File: src/rtl/serial_program_loader.sv
// Boot loader: receives a length-prefixed program over an 8N1 UART line and writes it
// word-by-word into instruction memory while holding the core stalled.
module serial_program_loader #(
   parameter int CLOCK_HZ          = 50000000,
   parameter int BAUD              = 115200,
   parameter int ADDR_WIDTH        = 14,
   parameter int INSTRUCTION_WIDTH = 16
) (
   input  logic                         fast_clock,
   input  logic                         reset,
   input  logic                         rx,
   input  logic                         start,
   output logic                         mem_write_enable,
   output logic [ADDR_WIDTH-1:0]        mem_address,
   output logic [INSTRUCTION_WIDTH-1:0] mem_data,
   output logic                         hold_cpu,
   output logic                         done,
   output logic                         error,
   output logic [ADDR_WIDTH:0]          words_loaded
);

   localparam int CLKS_PER_BIT = CLOCK_HZ / BAUD;
   localparam int TIMER_W      = $clog2(CLKS_PER_BIT);
   localparam logic [TIMER_W-1:0] HALF_LAST = TIMER_W'(CLKS_PER_BIT / 2 - 1);
   localparam logic [TIMER_W-1:0] BIT_LAST  = TIMER_W'(CLKS_PER_BIT - 1);
   localparam logic [31:0]        MAX_WORDS = 32'd1 << ADDR_WIDTH;

   typedef enum logic [1:0] {
      R_IDLE,
      R_START,
      R_DATA,
      R_STOP
   } rx_state_t;

   typedef enum logic [2:0] {
      L_IDLE,
      L_LEN_HI,
      L_LEN_LO,
      L_WORD_HI,
      L_WORD_LO,
      L_WRITE,
      L_DONE,
      L_ERROR
   } ld_state_t;

   logic               rx_meta;
   logic               rx_sync;
   logic               rx_prev;

   rx_state_t          rx_state;
   logic [TIMER_W-1:0] bit_timer;
   logic [2:0]         bit_idx;
   logic [7:0]         rx_byte;
   logic               byte_valid;
   logic               frame_err;

   ld_state_t          ld_state;
   logic [15:0]        word_count;
   logic [7:0]         hi_byte;
   logic [15:0]        len_received;
   logic [ADDR_WIDTH:0] loaded_next;
   logic               last_word;
   logic               len_too_big;

   // NOTE: the synchronizer resets to the idle-high line level so that leaving reset
   // never looks like a falling start edge. All state uses non-blocking assignments.
   always_ff @(posedge fast_clock or negedge reset) begin
      if (!reset) begin
         rx_meta <= 1'b1;
         rx_sync <= 1'b1;
         rx_prev <= 1'b1;
      end else begin
         rx_meta <= rx;
         rx_sync <= rx_meta;
         rx_prev <= rx_sync;
      end
   end

   // Receiver: byte_valid and frame_err are single-cycle pulses; rx_byte holds until the next frame.
   always_ff @(posedge fast_clock or negedge reset) begin
      if (!reset) begin
         rx_state   <= R_IDLE;
         bit_timer  <= '0;
         bit_idx    <= '0;
         rx_byte    <= '0;
         byte_valid <= 1'b0;
         frame_err  <= 1'b0;
      end else begin
         byte_valid <= 1'b0;
         frame_err  <= 1'b0;
         case (rx_state)
            R_IDLE: begin
               if (rx_prev && !rx_sync) begin
                  rx_state  <= R_START;
                  bit_timer <= '0;
               end
            end
            R_START: begin
               if (bit_timer == HALF_LAST) begin
                  bit_timer <= '0;
                  bit_idx   <= '0;
                  rx_state  <= rx_sync ? R_IDLE : R_DATA;
               end else begin
                  bit_timer <= bit_timer + 1'b1;
               end
            end
            R_DATA: begin
               if (bit_timer == BIT_LAST) begin
                  bit_timer <= '0;
                  rx_byte   <= {rx_sync, rx_byte[7:1]};
                  if (bit_idx == 3'd7) begin
                     rx_state <= R_STOP;
                  end else begin
                     bit_idx <= bit_idx + 1'b1;
                  end
               end else begin
                  bit_timer <= bit_timer + 1'b1;
               end
            end
            R_STOP: begin
               if (bit_timer == BIT_LAST) begin
                  bit_timer <= '0;
                  rx_state  <= R_IDLE;
                  if (rx_sync) begin
                     byte_valid <= 1'b1;
                  end else begin
                     frame_err <= 1'b1;
                  end
               end else begin
                  bit_timer <= bit_timer + 1'b1;
               end
            end
            default: rx_state <= R_IDLE;
         endcase
      end
   end

   assign len_received = {word_count[15:8], rx_byte};
   assign len_too_big  = 32'(len_received) > MAX_WORDS;
   assign loaded_next  = words_loaded + 1'b1;
   assign last_word    = 32'(loaded_next) == 32'(word_count);

   always_ff @(posedge fast_clock or negedge reset) begin
      if (!reset) begin
         ld_state         <= L_IDLE;
         word_count       <= '0;
         hi_byte          <= '0;
         mem_write_enable <= 1'b0;
         mem_address      <= '0;
         mem_data         <= '0;
         hold_cpu         <= 1'b0;
         done             <= 1'b0;
         error            <= 1'b0;
         words_loaded     <= '0;
      end else begin
         case (ld_state)
            L_IDLE, L_DONE: begin
               if (start) begin
                  ld_state     <= L_LEN_HI;
                  hold_cpu     <= 1'b1;
                  done         <= 1'b0;
                  mem_address  <= '0;
                  words_loaded <= '0;
               end
            end
            L_LEN_HI: begin
               if (frame_err) begin
                  ld_state <= L_ERROR;
                  error    <= 1'b1;
               end else if (byte_valid) begin
                  word_count[15:8] <= rx_byte;
                  ld_state         <= L_LEN_LO;
               end
            end
            L_LEN_LO: begin
               if (frame_err) begin
                  ld_state <= L_ERROR;
                  error    <= 1'b1;
               end else if (byte_valid) begin
                  word_count[7:0] <= rx_byte;
                  if (len_received == 16'd0) begin
                     ld_state <= L_DONE;
                     hold_cpu <= 1'b0;
                     done     <= 1'b1;
                  end else if (len_too_big) begin
                     ld_state <= L_ERROR;
                     error    <= 1'b1;
                  end else begin
                     ld_state <= L_WORD_HI;
                  end
               end
            end
            L_WORD_HI: begin
               if (frame_err) begin
                  ld_state <= L_ERROR;
                  error    <= 1'b1;
               end else if (byte_valid) begin
                  hi_byte  <= rx_byte;
                  ld_state <= L_WORD_LO;
               end
            end
            L_WORD_LO: begin
               if (frame_err) begin
                  ld_state <= L_ERROR;
                  error    <= 1'b1;
               end else if (byte_valid) begin
                  mem_data         <= INSTRUCTION_WIDTH'({hi_byte, rx_byte});
                  mem_write_enable <= 1'b1;
                  ld_state         <= L_WRITE;
               end
            end
            L_WRITE: begin
               // The strobe is high for exactly this one state; advance to the next slot.
               mem_write_enable <= 1'b0;
               mem_address      <= mem_address + 1'b1;
               words_loaded     <= loaded_next;
               if (last_word) begin
                  ld_state <= L_DONE;
                  hold_cpu <= 1'b0;
                  done     <= 1'b1;
               end else begin
                  ld_state <= L_WORD_HI;
               end
            end
            L_ERROR: begin
               hold_cpu <= 1'b1;
               error    <= 1'b1;
            end
            default: ld_state <= L_ERROR;
         endcase
      end
   end

endmodule
File: config.mk
export PLATFORM = sky130hd
export DESIGN_NAME = serial_program_loader
export DESIGN_NICKNAME = d
export VERILOG_FILES = /design/src/rtl/serial_program_loader.sv
export SDC_FILE = /design/constraint.sdc
export NUM_CORES = 1
export LEC_CHECK = 0
export BUFFER_PORTS_ARGS = -buffer_cell sky130_fd_sc_hd__buf_2
export CAP_MARGIN = 20
export CORE_AREA = 2 2 116 118
export DETAILED_ROUTE_END_ITERATION = 10
export DIE_AREA = 0 0 118 120
export HOLD_SLACK_MARGIN = 0.05
export PLACE_DENSITY = 0.65
export SYNTH_ARGS = -nofsm -noshare
export SYNTH_HDL_FRONTEND = slang
export SYNTH_SLANG_ARGS = --single-unit
File: constraint.sdc
create_clock -name fast_clock -period 3.7 [get_ports fast_clock]
set_clock_uncertainty 0.15 [all_clocks]
set_input_delay 0.74 -clock fast_clock [delete_from_list [all_inputs] [get_ports fast_clock]]
set_output_delay 0.74 -clock fast_clock [all_outputs]
set_load 0.03 [all_outputs]
Word-level counts from Yosys, hierarchy flattened
Cells that the tools add are included.
{"block": "word_totals", "ff_bits": 103, "latchBits": 0, "mem_bits_rw": 0, "rom_bits": 0, "input_bits": 4, "output_inout_bits": 49, "memories": 0}
{"block": "classes", "add_sub_neg": 4, "n_mul": 0, "div_mod_pow": 0, "n_lt_le_gt_ge": 1, "n_eq_ne": 34, "shifts": 0, "n_mux": 59, "n_bitwise": 1, "reduce_logical": 28}
{"operator": "3-bit two-way mux", "n": 15}
{"operator": "15-bit case mux with 2 select lines", "n": 1}
{"operator": "14-bit case mux with 2 select lines", "n": 1}
{"operator": "9-bit two-way mux", "n": 3}
{"operator": "9-bit case mux with 3 select lines", "n": 1}
{"operator": "2-bit != test, second input constant", "n": 13}
{"operator": "1-bit two-way mux", "n": 23}
{"operator": "3-bit != test, second input constant", "n": 6}
{"operator": "3-bit case mux with 6 select lines", "n": 1}
{"operator": "6-bit AND reduction", "n": 3}
{"operator": "15-bit by 16-bit == test with 1-bit output", "n": 1}
{"operator": "16-bit by 15-bit greater-than comparator with 1-bit output, second input constant", "n": 1}
{"operator": "16-bit zero test", "n": 1}
{"operator": "15-bit by 1-bit adder with 15-bit output, second input constant", "n": 1}
{"operator": "3-bit == test, second input constant", "n": 5}
{"operator": "15-bit two-way mux", "n": 1}
{"operator": "3-bit AND reduction", "n": 5}
{"operator": "14-bit by 1-bit adder with 14-bit output, second input constant", "n": 1}
{"operator": "14-bit two-way mux", "n": 1}
{"operator": "2-bit two-way mux", "n": 6}
{"operator": "5-bit AND reduction", "n": 2}
{"operator": "9-bit by 1-bit adder with 9-bit output, second input constant", "n": 1}
{"operator": "9-bit by 8-bit == test with 1-bit output, second input constant", "n": 1}
{"operator": "9-bit == test, second input constant", "n": 1}
{"operator": "24 further kinds", "n": 32}

Longest topological paths before layout
Gate-level depths: netlist of the first run.
{"block": "depth", "word_depth": 6, "mapped_depth": 9, "depth_no_buf": 8}

Worst setup path before layout of the first run
OpenSTA, ideal clock, no wires.
{"block": "synth_timing", "path_type": "register -> register", "from": "reg words_loaded[0]", "to": "reg hold_cpu", "arrival_time_ps": 2204, "required_time_ps": 3417, "path_slack_ps": 1214, "path_stages_with_launch": 8, "period_less_slack_ps": 2486, "path_cell_list": "dfrtp_1 -> ha_1 -> nand3_1 -> or3_2 -> a22oi_1 -> nand4_1 -> o31ai_2 -> o21ai_0"}
{"block": "synth_via", "elab_chain_len": 4}
{"element": "start, declared", "line_no": "19", "rtl": "output logic [ADDR_WIDTH:0] words_loaded"}
{"element": "start signal, assigned", "line_no": "216", "rtl": "words_loaded <= loaded_next;"}
{"element": "15-bit by 1-bit adder with 15-bit output", "line_no": "140", "rtl": "assign loaded_next = words_loaded + 1'b1;"}
{"element": "15-bit by 16-bit == test with 1-bit output", "line_no": "141", "rtl": "assign last_word = 32'(loaded_next) == 32'(word_count);"}
{"element": "2-bit != test (no line)"}
{"element": "6-bit AND reduction (no line)"}
{"element": "end signal, assigned", "line_no": "151", "rtl": "hold_cpu <= 1'b0;"}
{"element": "end signal, assigned", "line_no": "160", "rtl": "hold_cpu <= 1'b1;"}
{"element": "end signal, assigned", "line_no": "183", "rtl": "hold_cpu <= 1'b0;"}
{"element": "end, declared", "line_no": "16", "rtl": "output logic hold_cpu,"}
Every way passes these cells.
A chain may end at the register's enable or synchronous reset.

Final worst setup path of the first run
Ends and elaborated chain as after synthesis.

==> reports/metrics.csv, run 1 <==
stage;metric;value;unit
final_layout;synthesis-to-layout area growth;14.2;%
detailed_routing;WL/cell;15.0;microns
setup_path;Slowest-stage cell, CP;dfrtp_1;
synthesis;Yosys cell types;55;
placed_design;number of port buffers;52;
power_and_ir_drop;peak supply drop;0.000338;V
detailed_routing;post-route ant nets;0;
cts;postcts setup bufs;0;
placed_design;Placed Cells incl. Taps;702;
sta;fin crit period;2.61;ns
power_and_ir_drop;sw power;0.668;mW
global_route;first-pass GRT wire length;18.7;mm
global_route;GR Util met1;22.4;%
synthesis;Yosys top cell area share;48.6;%
detailed_routing;routed wire length;10.8;mm
sta;post-route clock period utilization;70.5;%
power_and_ir_drop;P_leak;2.68;nW
cts;post_cts resized;0;
global_route;M2 GR Usage;25.8;%
synthesis;yosys warns;0;
final_layout;n_diodes;0;
run_status;status;finished, final reports clean;
setup_path;crit path DAT;2.67;ns
final_layout;proportion of layout cells with a drive suffix above 1;24.7;%
synthesis;Synth area leaders;dfrtp_1, mux2_2, o21ai_0;
cts;Hold Buf Count CTS;0;
setup_path;Critical Path Fanout Max;8;
sta;Fin Setup TNS;0;ns
cts;clk sink count;103;
power_and_ir_drop;sequential fraction of design power;52.1;%
synthesis;Synth area leader;dfrtp_1;
global_route;initial antenna violation count;0;
die;die height;120;microns
global_route;largest net degree at the start of global routing;70;
run;Max Cap Viol;0;
power_and_ir_drop;Net Sw Frac;27.7;%
sta;Fin. Hold Viols;0;
synthesis;FF+latch count, synth;103;
final_layout;nets@finish;548;
power_and_ir_drop;Int Power;1.75;mW
detailed_routing;TritonRoute pass-1 iters;4;
sta;count of final setup violators;0;
cts;clock buffer depth;2;
power_and_ir_drop;Clock power frac;38.4;%
cts;Worst-Skew Late Latency;0.34;ns
synthesis;cell count after synthesis;490;
sta;RSZ-0062 raised after global routing;no;
global_route;GR Util met3;3.47;%
synthesis;Mapped Area;5150;sq um
die;Starting Density;39.6;%
global_route;GRT Overall Usage;16.2;%
final_layout;commonest non-fill, non-tap cell in the layout;dfrtp_1;
power_and_ir_drop;Pwr per Cell Area;411;nW/um^2
die;die area;14200;sq um
power_and_ir_drop;Logic pwr share;9.6;%
setup_path;Setup Crit Path Kind;reg -> reg;
setup_path;CP Launch Type;flop;
sta;worst slew pin tran;0.844;ns
global_route;global route total overflow;0;
synthesis;Avg Cell Area, Syn;10.5;sq um
detailed_routing;DRC errors left;0;
cts;H-tree level count;3;
synthesis;EDFF count, synth;0;
min_path;worst min path class;reg -> reg;
die;core region area;13000;sq um
final_layout;fin cells;718;
sta;Fmax;384;MHz
cts;clk root buf;clkbuf_16;
placed_design;DP Wirelength;7.71;mm
cts;Clk pin slew, worst setup/hold paths;0.07;ns
setup_path;worst endpoint required time;3.77;ns
synthesis;Most used DFF post-synth;dfrtp_1;
global_route;number of global-route vias before repair;3752;
sta;Max Transition Viols Final;0;
synthesis;syn nets;501;
die;cell row count;42;
synthesis;sequential area share after synthesis;50.2;%
detailed_routing;initial DRC count;245;
detailed_routing;Vias/cell;5.38;
cts;CTS tree;built;
detailed_routing;DR vias;3861;
sta;Rel. slew slack;43.8;%
final_layout;most frequent cells in the layout;dfrtp_1, nand2_1, buf_2, mux2_2, o21ai_0;
die;# IOs;53;
placed_design;routability cong.;0.855;
setup_path;crit-path cells;ha_1, nand3_1, or3_2, a22oi_1, nand4_1, o31ai_2, o21ai_0;
setup_path;crit-path max cell delay;0.49;ns
global_route;Top Usage Layer GRT;met2;
cts;cts bufs inserted;9;
die;Die W;118;microns
setup_path;critical path capture point type;flop;
synthesis;Async SR Flop Fraction;100;%
[cell usage after synthesis (2+ instances only)]
cell and number:
nand3_1 17, o21ai_0 41, nor4bb_1 2, o31ai_1 16, mux2i_1 6, clkbuf_1 11
o22ai_1 5, nor2_1 34, a211oi_1 3, dfrtp_1 100, nand2_1 53, dfstp_2 3
nand4_1 11, o221ai_1 2, buf_2 5, nor2b_1 7, or3_1 2, nor3_1 8
o41ai_1 2, a22o_1 2, o21bai_1 2, nor4b_1 2, o211ai_1 5, a31oi_1 4
inv_1 10, ha_1 7, nand2b_1 6, mux2_2 49, xnor2_1 17, and2_1 2
nor4_1 3, a21oi_1 14, and4_1 3, xor2_1 6, buf_1 2, and3_1 6
buf_4 4
[cell families (layout without fill, tap and decap cells)]
group | Yosys count | count (layout) | synth area share, %
AOI/OAI and AO/OA | 103 | 103 | 12.6
xor gates and xnor gates | 24 | 24 | 4.38
adders and majority gates | 7 | 7 | 1.70
buffers and inverters | 33 | 85 | 2.84
DFF | 103 | 103 | 50.2
muxes | 55 | 55 | 11.9
and+or+nand+nor | 165 | 165 | 16.4
[power groups by stage]
stage,Combinational (mW),Sequential (mW),Clock (mW)
finish,0.231,1.26,0.926
detailed placement,0.234,1.28,0
floorplan,0.189,1.24,0
CTS,0.234,1.26,0.948
global placement,0.225,1.27,0
global route,0.269,1.27,0.999
[state kept, by name, indices dropped and copies added (netlist names), named ones only]
name,flops
mem_write_enable,1
rx_byte,8
hold_cpu,1
word_count,16
mem_data,16
ld_state,3
rx_meta,1
rx_sync,1
rx_state,1
frame_err,1
byte_valid,1
rx_prev,1
bit_idx,3
words_loaded,15
bit_timer,9
hi_byte,8
error,1
done,1
mem_address,14
[worst max-delay path: cells and delay by family (launching register included)]
family | cells | cell delay [ns]
simple gates | 3 | 0.87
fa+ha+maj | 1 | 0.29
flops | 1 | 0.49
compound gates | 3 | 0.68
[worst paths after layout]
path	startpoint	end	slack [ns]	depth (start not counted)
setup reg to reg	words_loaded[0]$_DFFE_PN0P_	hold_cpu$_DFFE_PN0P_	1.09	7
setup / recovery	words_loaded[0]$_DFFE_PN0P_	hold_cpu$_DFFE_PN0P_	1.09	7
max in group asynchronous	reset	mem_address[12]$_DFFE_PN0P_	2.25	2
hold / removal	rx_meta$_DFF_PN1_	rx_sync$_DFF_PN1_	0.21	0
hold reg to reg	rx_meta$_DFF_PN1_	rx_sync$_DFF_PN1_	0.21	0
min in group asynchronous	reset	words_loaded[11]$_DFFE_PN0P_	0.35	1
[layer usage]
layer,up-vias,routed length (microns)
met4,0,142
met1,1888,5190
met5,-,0
li1,1874,-
met3,17,443
met2,82,5000
[area by class of cell]
| cell class | count | area, sq um |
|---|---|---|
| clock inverters | 7 | 68.8 |
| repair buffers | 59 | 315 |
| clock buffers | 9 | 225 |
| fillers | 1261 | 7100 |
| well taps | 176 | 220 |
| flip-flops and latches | 103 | 2580 |
| inverters | 10 | 37.5 |
| multi-input cells | 354 | 2430 |
[through the flow]
stage	setup slack (ns)	total power [mW]	utilization, %	area [sq um]	hold WS (ns)
3_3_place_gp	1.15	1.50	43.0	5580	0.197
4_1_cts	1.10	2.44	45.3	5880	0.208
6_report	1.09	2.41	45.3	5880	0.207
2_1_floorplan	1.21	1.43	-	5150	0.195
5_1_grt	0.891	2.54	45.3	5880	0.215
3_5_place_dp	1.10	1.51	43.0	5580	0.197
(Power assumes the default switching activity.)
==> run 2, diff against run 1 <==
ABC_AREA = 1   (was not set)
CORE_AREA = 2 2 115 117   (was 2 2 116 118)
DIE_AREA = 0 0 117 119   (was 0 0 118 120)
PLACE_DENSITY = 0.66   (was 0.65)
clock period = 2.6 ns   (was 3.7 ns; I/O delays follow)
==> run 2 against run 1 <==
Compared with the run above:
- global-route usage grew 1.3 points
- power up 42%
- synthesized area fell by 0.17%
- combinational power increased by 45%
- clock-buffer cell count is the same
- sequential share of layout area is 0.41 points lower
- first-iteration DRC count down 18%
- largest power group unchanged
==> reports/metrics.csv, run 2 <==
stage;metric;value;unit
sta;Fin. Hold Viols;0;
final_layout;synthesis-to-layout area growth;15.4;%
synthesis;Most used DFF post-synth;dfrtp_1;
power_and_ir_drop;Logic pwr share;9.8;%
run;Max Cap Viol;0;
detailed_routing;initial DRC count;200;
sta;post-route clock period utilization;84.0;%
power_and_ir_drop;Net Sw Frac;28.3;%
synthesis;most common cell in the netlist;nand2_1;
die;core region area;12900;sq um
detailed_routing;DRC errors left;0;
placed_design;worst slack, placed;0.438;ns
placed_design;DP Wirelength;8.38;mm
power_and_ir_drop;peak supply drop;0.000286;V
sta;RSZ-0062 raised after global routing;no;
synthesis;Synth Area in Compound Gates;11.4;%
power_and_ir_drop;P_leak;3.07;nW
sta;fin crit period;2.18;ns
power_and_ir_drop;sw power;0.971;mW
die;die height;119;microns
detailed_routing;post-route ant nets;0;
synthesis;Synth area leaders;dfrtp_1, nand2_1, o21ai_0;
detailed_routing;routed wire length;11.6;mm
synthesis;sequential area share after synthesis;50.2;%
cts;cts bufs inserted;9;
synthesis;Mapped Area;5140;sq um
power_and_ir_drop;Clock power frac;40.1;%
cts;Clk pin slew, worst setup/hold paths;0.08;ns
sta;worst setup slack after layout;0.416;ns
synthesis;Yosys top cell area share;48.7;%
synthesis;yosys warns;0;
power_and_ir_drop;Int Power;2.46;mW
cts;clk root buf;clkbuf_16;
sta;Max Transition Viols Final;0;
final_layout;most frequent cells in the layout;nand2_1, dfrtp_1, inv_1, o21ai_0, buf_2;
global_route;first-pass GRT wire length;19.2;mm
global_route;number of global-route vias before repair;4054;
setup_path;crit path from;words_loaded[1]$_DFFE_PN0P_;
cts;Worst-Skew Late Latency;0.35;ns
die;Die W;117;microns
die;Starting Density;39.9;%
placed_design;number of port buffers;52;
synthesis;FF+latch count, synth;103;
cts;H-tree level count;3;
min_path;worst min path class;in -> reg;
final_layout;multi-input gate area in the final layout;2210;sq um
setup_path;CP Launch Type;flop;
global_route;initial antenna violation count;0;
final_layout;proportion of layout cells with a drive suffix above 1;16.1;%
synthesis;mux contribution to synthesized area;2.53;%
cts;clk sink count;103;
power_and_ir_drop;sequential fraction of design power;50.1;%
final_layout;register area;2580;sq um
setup_path;worst endpoint required time;2.70;ns
setup_path;start of the worst register-to-register path;words_loaded[1]$_DFFE_PN0P_;
final_layout;nets@finish;685;
run_status;status;finished, final reports clean;
synthesis;top cells by count, synth;nand2_1, dfrtp_1, inv_1;
setup_path;Setup Crit Path Kind;reg -> reg;
detailed_routing;DR vias;4296;
synthesis;syn nets;628;
min_path;hold_sp;rx;
setup_path;critical path capture point type;flop;
detailed_routing;TritonRoute pass-1 iters;4;
detailed_routing;WL/cell;13.6;microns
synthesis;main combinational cell family by area after synthesis;simple AND/OR/NAND/NOR gates;
die;die area;13900;sq um
synthesis;Async SR Flop Fraction;100;%
global_route;largest net degree at the start of global routing;53;
final_layout;Top Registers;mem_data (16), word_count (16), words_loaded (15);
final_layout;commonest non-fill, non-tap cell in the layout;nand2_1;
synthesis;EDFF count, synth;0;
global_route;global route total overflow;0;
sta;count of final setup violators;0;
sta;Rel. slew slack;49.7;%
global_route;GRT Overall Usage;17.5;%
placed_design;routability cong.;0.851;
sta;worst slew pin tran;0.752;ns
setup_path;crit path DAT;2.28;ns
synthesis;adder-cell share of the synthesized area;1.70;%
die;# IOs;53;
cts;postcts setup bufs;0;
cts;clock buffer depth;2;
final_layout;n_diodes;0;
sta;Fmax;458;MHz
synthesis;post-synthesis simple-gate area fraction;25.5;%
sta;Fin Setup TNS;0;ns
synthesis;cell count after synthesis;617;
setup_path;Critical Path Fanout Max;5;
cts;CTS tree;built;
final_layout;Filler Cells Inserted;1273;
die;cell row count;42;
detailed_routing;Vias/cell;5.02;
synthesis;Avg Cell Area, Syn;8.33;sq um
synthesis;Synth area leader;dfrtp_1;
power_and_ir_drop;Pwr per Cell Area;578;nW/um^2
synthesis;Synth Area in XOR/XNOR;1.90;%
setup_path;Worst R2R Setup Slack;0.42;ns
synthesis;Yosys cell types;41;
## run 2: cell types whose count changed after synthesis, moves of 9 or more
cell / change
inv_1: +61
o31ai_1: -13
xnor2_1: -16
nand3_1: +20
nand2_1: +111
nor2_1: +9
o22ai_1: +12
mux2_2: -41
o21ai_0: +23
## run 2: worst paths after layout
path | end | depth (start not counted)
setup / recovery | hold_cpu$_DFFE_PN0P_ | 14
hold / removal | rx_meta$_DFF_PN1_ | 1
setup reg to reg | hold_cpu$_DFFE_PN0P_ | 14
hold reg to reg | rx_sync$_DFF_PN1_ | 0
max in group asynchronous | rx_sync$_DFF_PN1_ | 3
min in group asynchronous | words_loaded[12]$_DFFE_PN0P_ | 2
## run 2: power by group through the flow
stage | Sequential, mW | Combinational, mW | Clock (mW)
after floorplan | 1.74 | 0.233 | 0
after global placement | 1.75 | 0.325 | 0
after detailed placement | 1.75 | 0.339 | 0
after CTS | 1.72 | 0.340 | 1.40
after global routing | 1.73 | 0.392 | 1.47
final | 1.72 | 0.335 | 1.37
## run 2: final cells by class
cell class | count | share of cell area (%)
Inverter | 74 | 4.68
Multi-Input combinational cell | 427 | 37.3
Tap cell | 176 | 3.71
Clock buffer | 9 | 3.80
Clock inverter | 7 | 1.37
Timing Repair Buffer | 59 | 5.57
Sequential cell | 103 | 43.5
## run 2: per-stage QoR
step	instance area (sq um)	power [mW]	util (%)	instances	hold slack, ns
final	5930	3.43	46.1	855	0.109
after global routing	5930	3.59	46.1	855	0.0976
after CTS	5930	3.46	46.1	855	0.101
after detailed placement	5610	2.09	43.6	838	0.198
after global placement	5610	2.07	43.6	838	0.197
after floorplan	5140	1.97	-	617	0.0744
## run 2: cells by family after synthesis
logic type,Yosys count
flops,103
compound gates,106
buf+inv,87
mux,12
xor+xnor,8
fa+ha+maj,7
simple gates,294
## run 2: metal layers
metal	wire (microns)	up-vias	GRT usage [%]	share of wire, %
met4	267	0	6.91	2.3
met1	5510	2044	24.1	47
met2	5420	84	27.2	47
met5	0	-	0	0
met3	425	20	3.16	3.7
li1	-	2148	-	-
## run 2: critical path: stages (launching register included)
cell	delay, ns
dfrtp_1	0.42
ha_1	0.24
nand3_1	0.16
nor2_1	0.16
nand2_1	0.10
nand3b_1	0.09
nand2_1	0.09
nor2_2	0.12
nand2_1	0.07
nor2_2	0.08
nand3_2	0.11
nand2_4	0.10
nand3_1	0.07
nand2_1	0.07
nand2_1	0.05
## run 2: repair_timing
item                      4_1_cts  5_1_grt
gates resized for setup         0        0
hold buffers                    1        0
hold endpoints to repair       30        0
